===== config.mk =====
export PLATFORM = sky130hd
export DESIGN_NAME = leaf_stream_rx
export DESIGN_NICKNAME = d
export VERILOG_FILES = /design/src/rtl/leaf_stream_rx.sv
export SDC_FILE = /design/constraint.sdc
export NUM_CORES = 2
export LEC_CHECK = 0
export ABC_AREA = 0
export BUFFER_PORTS_ARGS = -buffer_cell sky130_fd_sc_hd__clkbuf_2
export CAP_MARGIN = 20
export CORE_MARGIN = 2
export CORE_UTILIZATION = 34
export DETAILED_ROUTE_END_ITERATION = 8
export PLACE_DENSITY = 0.49
export RECOVER_POWER = 100
export SLEW_MARGIN = 30
export SYNTH_ARGS = -nofsm -noshare
export SYNTH_HDL_FRONTEND = slang
export SYNTH_SLANG_ARGS = --single-unit

===== constraint.sdc =====
create_clock -name clk -period 4 [get_ports clk]
set_input_delay 0.4 -clock clk [delete_from_list [all_inputs] [get_ports clk]]
set_output_delay 0.4 -clock clk [all_outputs]
set_load 0.05 [all_outputs]

===== src/rtl/leaf_stream_rx.sv =====
// BFT leaf stream receiver: filters packets for this leaf/port into a FIFO, streams payloads to the
// user and returns free-space credit packets. Optional sequence checking is enabled with SEQ_CHECK_EN.
module leaf_stream_rx #(
  parameter int unsigned PACKET_BITS           = 49,
  parameter int unsigned PAYLOAD_BITS          = 32,
  parameter int unsigned MY_LEAF               = 1,
  parameter int unsigned MY_PORT               = 2,
  parameter int unsigned CREDIT_LEAF           = 0,
  parameter int unsigned CREDIT_PORT           = 0,
  parameter int unsigned FIFO_ADDR_BITS        = 7,
  parameter int unsigned FREESPACE_UPDATE_SIZE = 64
) (
  input  logic                    clk,
  input  logic                    reset_n,
  input  logic [PACKET_BITS-1:0]  din_leaf_bft2rx,
  output logic [PACKET_BITS-1:0]  dout_rx2bft,
  input  logic                    resend,
  output logic [PAYLOAD_BITS-1:0] dout_rx2user,
  output logic                    vld_rx2user,
  input  logic                    ack_user2rx,
  output logic                    overflow,
  output logic                    seq_err
);

  localparam int unsigned Depth   = 2 ** FIFO_ADDR_BITS;
  localparam int unsigned CntBits = FIFO_ADDR_BITS + 1;
  localparam logic [FIFO_ADDR_BITS-1:0] PtrOne = 1;

  typedef enum logic [1:0] {StIdle, StSend, StHold} state_e;

  logic [PAYLOAD_BITS-1:0]   mem [Depth];
  logic [FIFO_ADDR_BITS-1:0] wr_ptr_q, rd_ptr_q;
  logic [CntBits-1:0]        count_q, count_d;
  logic                      vld_q, overflow_q;
  logic                      match, full, wr_en, rd_en;

  state_e                    state_q, state_d;
  logic [CntBits-1:0]        consumed_q, consumed_d, consumed_sum, free_slots;
  logic [PACKET_BITS-1:0]    credit_q, credit_d, dout_q, dout_d, credit_pkt;

  assign match = din_leaf_bft2rx[48]
               && (din_leaf_bft2rx[47:44] == 4'(MY_LEAF))
               && (din_leaf_bft2rx[43:40] == 4'(MY_PORT));
  // Full is judged on the registered count, so a same-cycle read cannot rescue a packet.
  assign full    = (count_q == CntBits'(Depth));
  assign wr_en   = match && !full;
  assign rd_en   = vld_q && ack_user2rx;
  assign count_d = count_q + CntBits'(wr_en) - CntBits'(rd_en);

  always_ff @(posedge clk) begin
    if (wr_en) mem[wr_ptr_q] <= din_leaf_bft2rx[PAYLOAD_BITS-1:0];
  end

  always_ff @(posedge clk or negedge reset_n) begin
    if (!reset_n) begin
      wr_ptr_q   <= '0;
      rd_ptr_q   <= '0;
      count_q    <= '0;
      vld_q      <= 1'b0;
      overflow_q <= 1'b0;
    end else begin
      if (wr_en) wr_ptr_q <= wr_ptr_q + PtrOne;
      if (rd_en) rd_ptr_q <= rd_ptr_q + PtrOne;
      count_q <= count_d;
      vld_q   <= (count_d != '0);
      if (match && full) overflow_q <= 1'b1;
    end
  end

  assign vld_rx2user  = vld_q;
  assign dout_rx2user = vld_q ? mem[rd_ptr_q] : '0;
  assign overflow     = overflow_q;

  // Credit reports the space left after this cycle's FIFO update.
  assign free_slots   = CntBits'(Depth) - count_d;
  assign credit_pkt   = {1'b1, 4'(CREDIT_LEAF), 4'(CREDIT_PORT), 7'd0, 1'b0,
                         PAYLOAD_BITS'(free_slots)};
  assign consumed_sum = consumed_q + CntBits'(rd_en);

  always_comb begin
    state_d    = state_q;
    consumed_d = consumed_sum;
    credit_d   = credit_q;
    dout_d     = '0;
    unique case (state_q)
      StIdle: begin
        if (consumed_sum >= CntBits'(FREESPACE_UPDATE_SIZE)) begin
          consumed_d = consumed_sum - CntBits'(FREESPACE_UPDATE_SIZE);
          credit_d   = credit_pkt;
          dout_d     = credit_pkt;
          state_d    = StSend;
        end else if (resend) begin
          dout_d = credit_q;
        end
      end
      StSend:  state_d = StHold;
      StHold:  state_d = StIdle;
      default: state_d = StIdle;
    endcase
  end

  always_ff @(posedge clk or negedge reset_n) begin
    if (!reset_n) begin
      state_q    <= StIdle;
      consumed_q <= '0;
      credit_q   <= '0;
      dout_q     <= '0;
    end else begin
      state_q    <= state_d;
      consumed_q <= consumed_d;
      credit_q   <= credit_d;
      dout_q     <= dout_d;
    end
  end

  assign dout_rx2bft = dout_q;

`ifdef SEQ_CHECK_EN
  logic [6:0] seq_exp_q;
  logic       seq_err_q;
  logic       unused_bits;

  always_ff @(posedge clk or negedge reset_n) begin
    if (!reset_n) begin
      seq_exp_q <= '0;
      seq_err_q <= 1'b0;
    end else if (wr_en) begin
      // Resync to the received sequence so one gap flags once, not on every later packet.
      seq_exp_q <= din_leaf_bft2rx[39:33] + 7'd1;
      if (din_leaf_bft2rx[39:33] != seq_exp_q) seq_err_q <= 1'b1;
    end
  end

  assign seq_err     = seq_err_q;
  assign unused_bits = din_leaf_bft2rx[32];
`else
  logic unused_bits;
  assign seq_err     = 1'b0;
  assign unused_bits = ^din_leaf_bft2rx[39:32];
`endif

endmodule


* Word-level counts from Yosys, hierarchy flattened
Memory sizes are Yosys's and may differ from the RTL's. Index checks and enable logic that the tools add are counted.
Storage, ports and cells: memories kept 1, bits of input ports 53, bits in registers 92, output and inout bits 84, word-level logic and storage cells 42, bits in writable memories 4096
Memories:
- mem | depth 128, bits a word 32, read ports 1, clocked after Yosys merged registers in 0, write ports 1, line 31 | logic [PAYLOAD_BITS-1:0] mem [Depth];
Cells by class: $lt $le $gt $ge 1, reductions and logical operators 9, muxes and demuxes 10, equality and inequality tests 5, add/sub/neg operators 7
Operators by type and width (number):
- $mux W49 | 3
- $mux W32 | 1
- $add A8 B1 Y8 | 2
- $mux W8 | 2
- $add A7 B1 Y7 const B | 2
- $eq A8 B8 Y1 const B | 1
- $ge A8 B7 Y1 const B | 1
- $reduce_bool A8 Y1 | 1
- $sub A8 B1 Y8 | 1
- $sub A8 B7 Y8 const B | 1
- $sub A8 B8 Y8 const A | 1
- $logic_and A1 B1 Y1 | 5
- $eq A4 B1 Y1 const B | 1
- $eq A4 B2 Y1 const B | 1
- $pmux W2 S2 | 1
- $eq A2 B1 Y1 const B | 1
- $logic_not A2 Y1 | 1
- $mux W1 | 2
- $mux W2 | 1
- $ne A2 B2 Y1 const B | 1
- $reduce_and A2 Y1 | 1
- $logic_not A1 Y1 | 1

* Logic depth before layout (Yosys ltp)
depth after elaboration 9, gate-level depth with buffers 17, gate-level depth less buffers 17

* Worst setup path before layout
OpenSTA, ideal clock, no wires.
path type register -> register, start register vld_q, in the netlist vld_rx2user, end register credit_q[7], required time 3867 ps, data arrival time 3467 ps, library setup time 133 ps, clock period less this slack 3600 ps, path slack 400 ps, path buffers 1, cell stages (with the launch flop) 15, cell sequence dfrtp_1 clkbuf_1 nand2_1 inv_1 ha_1 inv_1 ha_1 inv_1 fa_1 nor2b_1 o21ai_0 xnor2_1 or3_1 nor4b_1 o31ai_1
Between the ends: elaborated cells on any way between the ends 6, classes of those cells add/sub: 3; order compare: 1; reduce/logical: 2
RTL lines:
- from (decl) | line 34 | logic vld_q, overflow_q;
- from (signal assigned) | line 65 | vld_q <= (count_d != '0);
- $logic_and A1 B1 Y1 | line 47 | assign rd_en = vld_q && ack_user2rx;
- named net rd_en | line 35 | logic match, full, wr_en, rd_en;
- $sub A8 B1 Y8 | line 48 | assign count_d = count_q + CntBits'(wr_en) - CntBits'(rd_en);
- named net count_d[4] | line 33 | logic [CntBits-1:0] count_q, count_d;
- $sub A8 B8 Y8 | line 75 | assign free_slots = CntBits'(Depth) - count_d;
- to (signal assigned) | line 111 | credit_q <= credit_d;
- to (decl) | line 39 | logic [PACKET_BITS-1:0] credit_q, credit_d, dout_q, dout_d, credit_pkt;
The timed path passes the listed nets, and every way through them passes these cells. A chain may end at the register's enable or synchronous reset.

* Final worst setup path
start register rd_ptr_q[0], end output dout_rx2user[4]
Between the ends: longest elaborated chain between the ends 2
RTL lines:
- from (decl) | line 32 | logic [FIFO_ADDR_BITS-1:0] wr_ptr_q, rd_ptr_q;
- from (signal assigned) | line 63 | if (rd_en) rd_ptr_q <= rd_ptr_q + PtrOne;
- $mem_v2 Z128 W32
- $mux W32 | line 71 | assign dout_rx2user = vld_q ? mem[rd_ptr_q] : '0;
- to (decl) | line 18 | output logic [PAYLOAD_BITS-1:0] dout_rx2user,
Every way passes these cells.

==> impl_metrics.json <==
{
  "result_of_the_run": "finished, violations left",
  "violations_in_the_final_reports": "capacitance limit, slew limit, setup timing",
  "placed_cell_count": 14342,
  "vdd.ir_drop.worst_mv": 1.19,
  "grt_first_pass_wirelength_um": 670000,
  "slew_headroom": -1.66,
  "place_area_sq_mm": 0.177,
  "viasPerCell": 5.38,
  "dr.first_iter.drc_count": 8585,
  "synth_top_area_cell": "sky130_fd_sc_hd__edfxtp_1",
  "power-per-cell-area_mw_per_mm2": 694,
  "grtUsageTotal": 0.198,
  "clk_latency_ns": 1.01,
  "flops_latches_synth": 4148,
  "first_global_vias": 84645,
  "post_synth_instance_area_sq_mm": 0.160,
  "fin_crit_ns": 4.83,
  "timing_hold_violations_final": 0,
  "cts_buffers": 435,
  "grt_antenna_before_repair": 29,
  "totalNegativeSetupSlack_ns": -22.41,
  "synthesis.yosys.warnings": 0,
  "pre_cts_ws_ns": -0.563,
  "power.static_leakage_nw": 62.1,
  "critical_path.top_delay_family": "buffers and inverters",
  "tightestPinTransition_ns": 4.00,
  "synth-edff-count": 4096,
  "synth-seq-area-share": 0.776,
  "drc_markers": 0,
  "finalWorstSetupSlack_ns": -0.827,
  "timing.final.setup_violations": 63,
  "numClockSinks": 4148,
  "die_area_sq_mm": 0.477,
  "cp_bufs_invs": 9,
  "critPathArrivalTime_ns": 4.43,
  "portBuffers": 87,
  "timing_limited_maximum_frequency_ghz": 0.207,
  "top_area_cells_in_the_synthesized_netlist": "sky130_fd_sc_hd__edfxtp_1 77%, sky130_fd_sc_hd__mux4_2 11%, sky130_fd_sc_hd__mux2i_1 3.3%, sky130_fd_sc_hd__a22oi_1 1.3%, sky130_fd_sc_hd__mux2_2 1.0%",
  "cell_type_with_the_highest_occurrence_count_on_the_critical_path": "sky130_fd_sc_hd__buf_12",
  "maximum_fanout_count_along_the_critical_path": 8,
  "cts-root-buf": "sky130_fd_sc_hd__clkbuf_16",
  "slew_violations": 2514,
  "holdCritPathClass": "in2reg",
  "worstPathRequired_ns": 3.60,
  "critical_path.endpoint_type": "primary output",
  "cap_viol_max_count": 39,
  "cts.htree.levels": 5,
  "critPathMaxStageDelay_ns": 0.50,
  "placement_rows": 252,
  "area_delta_synth_final_pct": 21.0,
  "finish.instance_area_sq_mm": 0.194,
  "nets": 8730,
  "maximum_number_of_pins_on_one_net_before_global_route_repair": 129,
  "gpl.final_weighted_congestion": 0.810,
  "synth-async-reset-ratio": 0.0125,
  "fin_worst_skew_ns": 0.0716,
  "fin_crit_sh": 1.21,
  "grt_setup_unrepaired": "true",
  "first_pass_iters": 7,
  "clk_pin_slew_ns": 0.06,
  "fp.dieW_um": 691,
  "total_power_w": 0.135,
  "detailedPlacementHpwl_um": 284000,
  "syn_inst": 7608,
  "initial_standard_cell_utilization_of_the_core": 0.341,
  "post_layout_nonfiller_instances": 15245,
  "globalRouteOverflowTotal": 0,
  "synth_ff_type": "sky130_fd_sc_hd__edfxtp_1",
  "top_level_ports": 137,
  "core_region_area_sq_mm": 0.470,
  "antenna_violating_nets_post_route": 0,
  "detailroute.via_count": 82076,
  "setup.worst_path.start_class": "register",
  "timing_worst_setup_path_type": "reg2out",
  "drive_gt1_frac": 0.313,
  "ctsLongestPathBuffers": 4,
  "cts_tree": "yes",
  "chip_height_um": 691,
  "syn_avg_cell_area_sq_um": 21.1,
  "crit_path_cell_trace": "buf_12 -> buf_6 -> buf_6 -> buf_12 -> buf_16 -> buf_8 -> mux4_2 -> mux2i_1 -> buf_4 -> nor2_2 -> o31a_1 -> o41ai_2 -> buf_4 -> a21oi_4 -> buf_12",
  "drt-wirelength-per-cell_um": 31.7,
  "synth_top_area_share": 0.767,
  "worst_path_max_delay_cell": "sky130_fd_sc_hd__dfrtp_4",
  "routed_wl_um": 483000,
  "post_synth_num_cell_types": 65
}
flip-flops by register name (all words and copies together) (netlist names):
signal,count
count_q,8
wr_ptr_q,7
mem,4096
dout_rx2bft,9
credit_q,9
overflow,1
state_q,2
rd_ptr_q,7
consumed_q,8
vld_rx2user,1
per-stage QoR:
step / utilization / hold slack (ns)
3_3_place_gp: 0.377 / 0.414
2_1_floorplan: - / 0.104
4_1_cts: 0.411 / 0.000706
3_5_place_dp: 0.377 / 0.425
5_1_grt: 0.413 / 0.0971
6_report: 0.413 / 0.100
layout by cell type (no fill, tap or decap), types with 113 or more instances in the layout:
cell type / count
sky130_fd_sc_hd__a22oi_1: 249
sky130_fd_sc_hd__edfxtp_1: 4096
sky130_fd_sc_hd__clkbuf_1: 113
sky130_fd_sc_hd__clkbuf_16: 445
sky130_fd_sc_hd__a21oi_1: 206
sky130_fd_sc_hd__nand2_1: 162
sky130_fd_sc_hd__mux4_2: 755
sky130_fd_sc_hd__buf_4: 583
sky130_fd_sc_hd__mux2i_1: 505
sky130_fd_sc_hd__nor2_4: 133
sky130_fd_sc_hd__o21ai_0: 132
sky130_fd_sc_hd__buf_12: 257
sky130_fd_sc_hd__mux2_2: 148
power by group:
part	total (W)	leakage, nW	switching, W	internal [W]
registers	0.0483	37.4	0.000229	0.0480
clock network	0.0397	6.77	0.0170	0.0227
logic	0.0467	17.9	0.0260	0.0206
total	0.135	62.1	0.0432	0.0914
tightest hold or removal path, cell delays in order:
cell and delay [ns]:
sky130_fd_sc_hd__clkbuf_2 0.07, sky130_fd_sc_hd__nor3b_1 0.04, sky130_fd_sc_hd__nand4b_1 0.11, sky130_fd_sc_hd__nor2_1 0.07, sky130_fd_sc_hd__buf_4 0.20, sky130_fd_sc_hd__xor2_1 0.15
timing repair:
item                                    CTS  global route
buffers inserted                         32            35
hold endpoints to repair                676            49
hold buffers                             30             3
gates resized for setup                 308           115
pin swaps                                51            43
gates cloned                             12             5
endpoints found under the setup margin   32            32
area by class of cell:
class	instances	area (sq um)
tap	6223	7790
clock buffer	533	11400
clock inverter	258	2520
antenna	10	25.0
fill	41069	276000
inverter	22	103
timing repair buffer	1045	12100
sequential	4148	124000
multi-input combinational	3006	35700
synthesized netlist by cell type (all sizes together), types with 3 or more instances:
cell	n
o31a	25
nand3	77
nand4	19
a311oi	12
o21ai	174
and2	4
a221oi	78
mux4	755
a211oi	20
nand2	168
inv	18
ha	18
clkinv	4
nor2	183
a31oi	52
clkbuf	190
xnor2	21
nor2b	30
a21oi	221
a2111oi	17
edfxtp	4096
and3	30
a22oi	269
o31ai	3
xor2	6
dfrtp	52
buf	282
nor3b	4
o41ai	14
mux2	148
nor3	20
a22o	7
nand2b	10
mux2i	526
o2111ai	24
and3b	3
path summary, 6_finish.rpt:
| check | startpoint | cells past startpoint | endpoint | slack, ns |
|---|---|---|---|---|
| hold reg to reg | state_q[1]$_DFFE_PN0P_ | 1 | state_q[1]$_DFFE_PN0P_ | 0.43 |
| setup reg to reg | count_q[4]$_DFF_PN0_ | 18 | credit_q[7]$_DFFE_PN0P_ | 0.41 |
| hold / removal | din_leaf_bft2rx[47] | 6 | wr_ptr_q[0]$_DFFE_PN0P_ | 0.1 |
| setup / recovery | rd_ptr_q[0]$_DFFE_PN0P_ | 15 | dout_rx2user[4] | -0.83 |
| min in group asynchronous | reset_n | 3 | overflow$_DFFE_PN0P_ | 0.99 |
| max in group asynchronous | reset_n | 3 | rd_ptr_q[3]$_DFFE_PN0P_ | 1.60 |
kinds of logic (layout without fill, tap and decap cells):
group,count (synthesis),count (layout),synth area share
AOI/OAI and AO/OA,926,926,0.0389
xor gates and xnor gates,27,27,0.00148
adders and majority gates,19,19,0.00153
buffers and inverters,494,1858,0.0171
DFF,4148,4148,0.776
muxes,1429,1429,0.149
other,1,51,0.0000234
and+or+nand+nor,564,564,0.0161
layer usage:
layer  wire, um  global-route usage
met1     208000               0.278
met4      12800              0.0476
met3      28500              0.0264
met2     234000               0.327
met5         30                   0
No activity file was read; power rests on OpenSTA's default activity.
